`src/rtl/mult_arb_seq.sv`:
```
// mult_arb_seq
// Round-robin arbiter and sequencer that shares one shift-add multiplier
// datapath among NREQ requesters. The block grants the datapath to one
// requester at a time. It then steps that requester's operands through a
// full WIDTH-iteration multiply (load, then check/add/shift per bit) and
// pulses done back to the owner when the multiply is finished.
//
// Ports:
//   clk              rising-edge clock
//   rst_n            asynchronous active-low reset
//   i_req            per-requester level request, held until its done pulse
//   o_grant          one-hot owner of the datapath, all-zero when idle
//   o_sel            binary index of the current/last owner (steers muxes)
//   o_done           one-cycle completion pulse to the owner
//   o_busy           high from LOAD through DONE
//   i_q0             multiplier LSB fed back from the datapath
//   o_load_registers load operands and clear the accumulator
//   o_add            accumulator += multiplicand this cycle
//   o_shift          shift accumulator/multiplier right this cycle
module mult_arb_seq #(
    parameter int NREQ  = 4,
    parameter int WIDTH = 8
) (
    input  logic                      clk,
    input  logic                      rst_n,
    input  logic [NREQ-1:0]           i_req,
    output logic [NREQ-1:0]           o_grant,
    output logic [$clog2(NREQ)-1:0]   o_sel,
    output logic [NREQ-1:0]           o_done,
    output logic                      o_busy,
    input  logic                      i_q0,
    output logic                      o_load_registers,
    output logic                      o_add,
    output logic                      o_shift
);

    localparam int SELW = $clog2(NREQ);
    localparam int CNTW = $clog2(WIDTH + 1);

    typedef enum logic [2:0] {
        IDLE  = 3'd0,
        LOAD  = 3'd1,
        CHECK = 3'd2,
        ADD   = 3'd3,
        SHIFT = 3'd4,
        DONE  = 3'd5
    } state_t;

    state_t            r_state;
    state_t            w_nextState;
    logic [SELW-1:0]   r_sel;
    logic [NREQ-1:0]   r_grant;
    logic [CNTW-1:0]   r_count;
    logic [SELW-1:0]   w_winner;

    // State register; reset aborts any multiply in flight.
    always_ff @(posedge clk or negedge rst_n) begin
        if (!rst_n) begin
            r_state <= IDLE;
        end else begin
            r_state <= w_nextState;
        end
    end

    // Next-state logic. The counter holds the number of shifts still to
    // do, so the last shift is the one that sees a count of 1. The counter
    // therefore never wraps below zero. Unused encodings fall back to IDLE.
    always_comb begin
        w_nextState = IDLE;
        case (r_state)
            IDLE:    w_nextState = (|i_req) ? LOAD : IDLE;
            LOAD:    w_nextState = CHECK;
            CHECK:   w_nextState = i_q0 ? ADD : SHIFT;
            ADD:     w_nextState = SHIFT;
            SHIFT:   w_nextState = (r_count == CNTW'(1)) ? DONE : CHECK;
            DONE:    w_nextState = IDLE;
            default: w_nextState = IDLE;
        endcase
    end

    // Round-robin search: scan upward from the last owner + 1 with wrap.
    // The last owner's index (r_sel) doubles as the rotation pointer, so
    // the block needs no separate pointer register. That index resets to
    // NREQ-1, so requester 0 has first priority after reset.
    always_comb begin
        int   idx;
        logic found;
        idx      = 0;
        found    = 1'b0;
        w_winner = r_sel;
        for (int k = 1; k <= NREQ; k++) begin
            idx = int'(r_sel) + k;
            if (idx >= NREQ) begin
                idx = idx - NREQ;
            end
            if (!found && i_req[idx]) begin
                found    = 1'b1;
                w_winner = SELW'(idx);
            end
        end
    end

    // Ownership and iteration count. The grant and select registers are
    // captured only at the IDLE->LOAD edge, so requests that change
    // mid-operation cannot disturb the current owner.
    always_ff @(posedge clk or negedge rst_n) begin
        if (!rst_n) begin
            r_sel   <= SELW'(NREQ - 1);
            r_grant <= '0;
            r_count <= '0;
        end else begin
            case (r_state)
                IDLE: begin
                    if (|i_req) begin
                        r_sel   <= w_winner;
                        r_grant <= NREQ'(1) << w_winner;
                    end
                end
                LOAD:    r_count <= CNTW'(WIDTH);
                SHIFT:   r_count <= r_count - CNTW'(1);
                DONE:    r_grant <= '0;
                CHECK, ADD: ;
                default: r_grant <= '0;
            endcase
        end
    end

    // Moore output decode from the registered state only.
    always_comb begin
        o_load_registers = 1'b0;
        o_add            = 1'b0;
        o_shift          = 1'b0;
        o_busy           = 1'b0;
        o_done           = '0;
        case (r_state)
            LOAD: begin
                o_load_registers = 1'b1;
                o_busy           = 1'b1;
            end
            CHECK: o_busy = 1'b1;
            ADD: begin
                o_add  = 1'b1;
                o_busy = 1'b1;
            end
            SHIFT: begin
                o_shift = 1'b1;
                o_busy  = 1'b1;
            end
            DONE: begin
                o_done = NREQ'(1) << r_sel;
                o_busy = 1'b1;
            end
            default: ;
        endcase
    end

    assign o_grant = r_grant;
    assign o_sel   = r_sel;

endmodule

```
`config.mk`:
```
export PLATFORM = sky130hd
export DESIGN_NAME = mult_arb_seq
export DESIGN_NICKNAME = d
export VERILOG_FILES = /design/src/rtl/mult_arb_seq.sv
export SDC_FILE = /design/constraint.sdc
export NUM_CORES = 1
export LEC_CHECK = 0
export ABC_AREA = 1
export CORE_MARGIN = 2
export CORE_UTILIZATION = 45
export DETAILED_ROUTE_END_ITERATION = 8
export GPL_ROUTABILITY_DRIVEN = 0
export GPL_TIMING_DRIVEN = 0
export PLACE_DENSITY = 0.74
export SLEW_MARGIN = 0
export SYNTH_ARGS = -nofsm -noshare
export SYNTH_HDL_FRONTEND = slang
export SYNTH_SLANG_ARGS = --single-unit
```
`constraint.sdc`:
```
create_clock -name clk -period 1.8 [get_ports clk]
set_input_delay 0.36 -clock clk [delete_from_list [all_inputs] [get_ports clk]]
set_output_delay 0.36 -clock clk [all_outputs]
set_load 0.02 [all_outputs]
```
==> impl_metrics.json, run 1 <==
{
  "cts-buffers-inserted": 3,
  "switchingPower_uw": 1543,
  "cp-end-kind": "flip-flop",
  "r2r_end": "o_grant[0]$_DFFE_PN0P_",
  "clkLatencyLatePin_ns": 0.27,
  "core_area_um2": 2191,
  "crit_path_start_kind": "flip-flop",
  "cts_tree": "built",
  "synth.distinct_cells": 27,
  "wl_um": 2184,
  "grt_max_degree": 14,
  "rows": 17,
  "crit_buf_inv": 3,
  "synth_top_cell_by_area": "dfrtp_1",
  "skew_ns": 0.003323,
  "slowest_delay_ns": 0.55,
  "status": "finished clean",
  "p_leak_uw": 0.0006954,
  "swShare_pct": 53.08,
  "clk_path_buf_depth": 2,
  "area_growth_pct": 31.37,
  "p_int_uw": 1364,
  "cap_violations": 0,
  "synth_edf_count": 0,
  "die_h_um": 52.10,
  "clkPwrFrac_pct": 5.9,
  "die_x_um": 52.10,
  "grt_usage_pct": 18.64,
  "grt_pass1_vias": 947,
  "cp_cell_sequence": "buf_8 -> inv_8 -> ha_4 -> inv_4 -> nand3_1 -> nand2_2 -> nand3_4 -> nand2_2 -> nand2_4 -> nand3_2 -> nand2_1",
  "yosys.area.top_type_share_pct": 26.44,
  "reg2reg_from": "o_sel[0]$_DFFE_PN1P_",
  "synth_ff_type": "dfrtp_1",
  "whs_ns": 0.4413,
  "cp_common_cell": "nand2_2",
  "htreeDepth": 1,
  "worst_pin_slew_ns": 0.5467,
  "fmax_ghz": 0.5634,
  "overflow": 0,
  "final.period_utilization_pct": 98.61,
  "crit_family": "simple AND/OR/NAND/NOR gates",
  "yosysWarnings": 0,
  "drtAntennaViolNets": 0,
  "cts.sinks": 13,
  "cp_data_arrival_time_ns": 1.94,
  "drt_iter0_drc": 7,
  "grt_antenna_before_repair": 0,
  "ir_worst_vdd_v": 0.001063,
  "antenna_cells_inserted": 0,
  "viasPerCell": 5.056,
  "drtPass1Iterations": 4,
  "slowest_stage": "dfstp_2",
  "ys_ff_latch": 13,
  "syn_area_um2": 1041,
  "routedWlPerCell_um": 11.09,
  "power_density_nw_per_um2": 2126,
  "fill_cells": 195,
  "ys_seq_area_share_pct": 31.49,
  "cp_max_fo": 10,
  "period_needed_ns": 1.775,
  "drc": 0,
  "rsz0062_at_grt": "true",
  "r2r_slack_ns": 0.02,
  "cp_data_required_time_ns": 1.96,
  "dpl.cell_count": 187,
  "pwr-share-comb_pct": 75.7,
  "cts_root_buffer": "clkbuf_4",
  "layout.nets": 183,
  "via_count": 996,
  "drive_above_1_share_pct": 28.99,
  "layout.cells.non_filler": 197,
  "port_buffers": 20,
  "ioPinCount": 21,
  "hp-class": "input pin to async pin",
  "start_util_pct": 47.52,
  "ff2ff_path_depth": 11,
  "grt_pass1_wl_um": 3801,
  "hpwl_um": 1726,
  "path_clk_slew_ns": 0.07,
  "synth_cells": 139,
  "final_util_pct": 62.42,
  "async_flop_share_pct": 100.0,
  "max_slew_margin_pct": 63.44,
  "power_frac_seq_pct": 18.4,
  "synth_most_common_cell": "nand2_1",
  "finalMaxSlewViolations": 0,
  "tns_ns": 0,
  "setup_viol": 0,
  "synth.area.top_cells": "dfrtp_1 (26%), nand2_1 (12%), ha_1 (7.2%), inv_1 (6.9%), nand3_1 (6.7%)",
  "path_class": "flip-flop to flip-flop",
  "syn_nets": 152,
  "dieArea_um2": 2714,
  "hold_viol_final": 0,
  "ys_top_cells_by_count": "nand2_1 (32), inv_1 (19), nand3_1 (14), nor2_1 (14), dfrtp_1 (11)",
  "avgSynthCellArea_um2": 7.489
}
## placed cells by master, fill, tap and decap left out, types with 2 or more instances in the layout
cell type and instances:
nand2_1 31, nand2_4 4, nand3_4 3, ha_1 5, inv_1 17, clkbuf_4 3
clkdlybuf4s50_1 10, dfrtp_1 11, inv_2 4, buf_4 7, nor2_4 2, dfstp_2 2
o22ai_1 2, nand2_2 8, inv_4 2, dlygate4sd2_1 4, buf_2 3, a21oi_1 3
nand3_1 12, nor2_1 13, nand4_1 5, nand3_2 2
## worst max path at each step
stage | startpoint | endpoint | slack, ns | depth (start not counted)
detailed placement | o_sel[0]$_DFFE_PN1P_ | o_done[2] | -0.17 | 6
CTS | r_state[1]$_DFF_PN0_ | o_shift | 0.01 | 4
finish | o_sel[0]$_DFFE_PN1P_ | o_grant[0]$_DFFE_PN0P_ | 0.02 | 11
global placement | o_sel[0]$_DFFE_PN1P_ | o_done[2] | -0.15 | 6
global route | o_sel[0]$_DFFE_PN1P_ | o_grant[1]$_DFFE_PN0P_ | -0.08 | 12
floorplan | o_sel[0]$_DFFE_PN1P_ | o_grant[3]$_DFFE_PN0P_ | 0.008 | 12
## final cells by class
cell class | count | area, um2 | area share [%]
Buffer | 1 | 15.01 | 1.098
Clock buffer | 4 | 26.28 | 1.921
Inverter | 24 | 102.6 | 7.502
Tap cell | 28 | 35.03 | 2.562
Sequential cell | 13 | 327.8 | 23.97
Timing Repair Buffer | 26 | 219.0 | 16.01
Multi-Input combinational cell | 101 | 641.9 | 46.94
## layer usage
metal	part of all wire [%]	up-vias	GRT usage, %
met2	56	14	36.71
met1	40	469	19.46
li1	-	508	-
met5	0	-	0
met4	1.6	0	7.895
met3	2.2	5	2.011
## stage by stage
stage | total power, uW | cell area [um2] | setup WS [ns]
2_1_floorplan | 2072 | 1056 | 0.008205
3_3_place_gp | 2498 | 1291 | -0.1488
3_5_place_dp | 2565 | 1291 | -0.1687
4_1_cts | 2756 | 1320 | 0.009560
5_1_grt | 3195 | 1368 | -0.07978
6_report | 2907 | 1368 | 0.02497
## flip-flops by register name, indices dropped and copies added (netlist names)
name	count
o_grant	4
o_sel	2
r_count	4
r_state	3
## logic make-up (layout without fill, tap and decap cells)
family                   count (synthesis)  after routing  share of synthesized area [%]
XOR/XNOR                                 1              1                         0.8415
AO/OA/AOI/OAI                           11             11                          6.730
flip-flops                              13             13                          31.49
AND/OR/NAND/NOR                         83             83                          43.27
buffers and inverters                   25             55                          10.46
adder cells (fa/ha/maj)                  6              6                          7.211
## worst reg2reg max path: stages, from the launching register on
cell	delay (ns)
dfstp_2	0.55
buf_8	0.11
inv_8	0.05
ha_4	0.27
inv_4	0.07
nand3_1	0.10
nand2_2	0.13
nand3_4	0.11
nand2_2	0.10
nand2_4	0.06
nand3_2	0.07
nand2_1	0.05
## timing repair
item,in CTS,in global routing
gates resized for setup,27,9
pin swaps,0,4
hold buffers,0,0
setup buffers,3,3
setup endpoints to repair,16,11
## power groups by stage
stage                     Sequential (uW)  Combinational [uW]  Clock [uW]
after global placement                546                1950           0
after CTS                             537                2040         177
after floorplan                       587                1480           0
after detailed placement              550                2010           0
final                                 535                2200         172
after global routing                  552                2450         196
Note: power is estimated with default switching activity, not from simulation.
==> run 2: changes to the inputs <==
- ABC_CLOCK_PERIOD_IN_PS: default -> 1800
- CORE_MARGIN: 2 -> 1.5
- CTS_CLUSTER_SIZE: default -> 8
==> run 2 against run 1 <==
Against the previous run:
- the flow now finishes with violations (negative setup slack)
- critical path depth unchanged
- sequential share of layout area decreased by 0.66 points
- register-to-register slack got worse by 0.02 ns
- final area increased by 2.8%
- critical path type unchanged
- maximum frequency decreased by 1.4%
- largest cell class unchanged
- clock-buffer cell count unchanged
- setup slack got worse by 0.025 ns
==> impl_metrics.json, run 2 (synthesis gave the netlist of run 1 again) <==
{
  "fill_cells": 204,
  "clkPwrFrac_pct": 5.8,
  "hpwl_um": 1727,
  "ioPinCount": 21,
  "r2r_slack_ns": -0.0000009,
  "dieArea_um2": 2611,
  "crit_path_start_kind": "flip-flop",
  "routedWlPerCell_um": 12.05,
  "p_leak_uw": 0.0006976,
  "cts_tree": "built",
  "switchingPower_uw": 1666,
  "finalWorstSetupSlack_ns": -0.0000008882,
  "hp-class": "input pin to async pin",
  "fmax_ghz": 0.5556,
  "mostFrequentLayoutCells": "nand2_1 (28), inv_1 (16), nor2_1 (12), dfrtp_1 (11)",
  "drtPass1Iterations": 4,
  "crit_start": "o_sel[0]$_DFFE_PN1P_",
  "pwr-share-comb_pct": 76.6,
  "path_class": "flip-flop to flip-flop",
  "path_clk_slew_ns": 0.08,
  "violations": "negative setup slack",
  "rsz0062_at_grt": "true",
  "placed_area_um2": 1291,
  "skew_ns": 0.002588,
  "ff2ff_path_depth": 11,
  "stdcell_area_um2": 1406,
  "max_slew_margin_pct": 60.80,
  "swShare_pct": 54.06,
  "wl_um": 2374,
  "r2r_end": "o_grant[3]$_DFFE_PN0P_",
  "drt_iter0_drc": 14,
  "cp_cell_sequence": "buf_8 -> clkinv_8 -> ha_4 -> inv_4 -> nand3_1 -> nand2_2 -> nand3_4 -> nand2_2 -> nand2_2 -> nand3_2 -> nand2_1",
  "power_density_nw_per_um2": 2192,
  "grt_max_degree": 14,
  "hold_viol_final": 0,
  "seqCellArea_um2": 327.8,
  "cts-buffers-inserted": 3,
  "drc": 0,
  "power_frac_seq_pct": 17.6,
  "viasPerCell": 5.198,
  "cts.sinks": 13,
  "die_x_um": 51.10,
  "clkLatencyLatePin_ns": 0.27,
  "status": "finished with violations",
  "htreeDepth": 1,
  "drive_above_1_share_pct": 33.14,
  "period_needed_ns": 1.800,
  "cts_root_buffer": "clkbuf_4",
  "core_area_um2": 2191,
  "overflow": 0,
  "whs_ns": 0.4569,
  "p_int_uw": 1416,
  "final.period_utilization_pct": 100.0,
  "slowest_delay_ns": 0.55,
  "postCtsHoldBufs": 0,
  "grt_pass1_vias": 937,
  "worst_pin_slew_ns": 0.5862,
  "layout.nets": 183,
  "rows": 17,
  "tns_ns": 0,
  "grt_pass1_wl_um": 3829,
  "drtAntennaViolNets": 0,
  "start_util_pct": 47.52,
  "grt_usage_pct": 19.08,
  "clk_path_buf_depth": 2,
  "multi_input_area_um2": 671.9,
  "area_growth_pct": 35.10,
  "via_count": 1024,
  "finalMaxSlewViolations": 0,
  "cp-end-kind": "flip-flop",
  "ir_worst_vdd_v": 0.001124,
  "cp_data_required_time_ns": 1.96,
  "slowest_stage": "dfstp_2",
  "grt_antenna_before_repair": 0,
  "cp_max_fo": 5,
  "die_h_um": 51.10,
  "final_common_cell": "nand2_1",
  "antenna_cells_inserted": 0,
  "setup_viol": 0,
  "reg2reg_from": "o_sel[0]$_DFFE_PN1P_",
  "cp_data_arrival_time_ns": 1.96,
  "cp_common_cell": "nand2_2",
  "cap_violations": 0,
  "port_buffers": 20
}
## run 2: cell types whose count changed in the layout (fill, tap and decap cells not counted), moves of 2 or more
cell	previous run	this run
nand3_2	2	4
nand2_1	31	28
nand2_4	4	6
nand3_1	12	10
## run 2: worst max-delay path, delay by kind of cell, from the launching register on
family	cells	cell delay, ns
adder cells (fa/ha/maj)	1	0.26
flip-flops	1	0.55
AND/OR/NAND/NOR	7	0.63
buffers and inverters	3	0.24
## run 2: layout make-up
class / instances / share of cell area, %
Buffer: 1 / 1.068
Sequential cell: 13 / 23.31
Timing Repair Buffer: 26 / 15.84
Tap cell: 28 / 2.491
Clock buffer: 4 / 1.868
Inverter: 24 / 7.651
Multi-Input combinational cell: 101 / 47.78
## run 2: worst max-delay path by stage
stage / depth (start not counted) / endpoint
2_1_floorplan: 12 / o_grant[3]$_DFFE_PN0P_
3_3_place_gp: 6 / o_done[2]
3_5_place_dp: 6 / o_done[2]
4_1_cts: 12 / o_grant[3]$_DFFE_PN0P_
5_1_grt: 11 / o_grant[3]$_DFFE_PN0P_
6_report: 11 / o_grant[3]$_DFFE_PN0P_
## run 2: stage by stage
step / setup WS [ns] / instances / power, uW / util [%]
final: -0.0000008882 / 197 / 3082 / 64.19
after global routing: -0.07805 / 197 / 3339 / 64.19
after CTS: 0.01167 / 194 / 2763 / 60.25
after detailed placement: -0.1630 / 187 / 2560 / 58.94
after global placement: -0.1467 / 187 / 2496 / 58.94
after floorplan: 0.008205 / 139 / 2072 / -
## run 2: repair_timing
| action | CTS | global route |
|---|---|---|
| buffers inserted | 3 | 3 |
| resized for setup | 27 | 21 |
| cloned | 0 | 0 |
| hold endpoints to repair | 0 | 0 |
| pin swaps | 0 | 10 |
| endpoints found under the setup margin | 16 | 11 |
## run 2: routing by layer
metal | routed length (um) | vias up | share of wire, % | GRT usage, %
li1 | - | 511 | - | -
met1 | 1001 | 493 | 42 | 22.55
met2 | 1292 | 15 | 54 | 35.50
met3 | 45 | 5 | 1.9 | 0.8772
met4 | 36 | 0 | 1.5 | 8.108
met5 | 0 | - | 0 | 0
## run 2: power groups by stage
stage	Sequential (uW)	Clock (uW)	Combinational, uW
finish	541	179	2360
global route	555	195	2590
CTS	539	184	2040
detailed placement	549	0	2010
global placement	545	0	1950
floorplan	587	0	1480
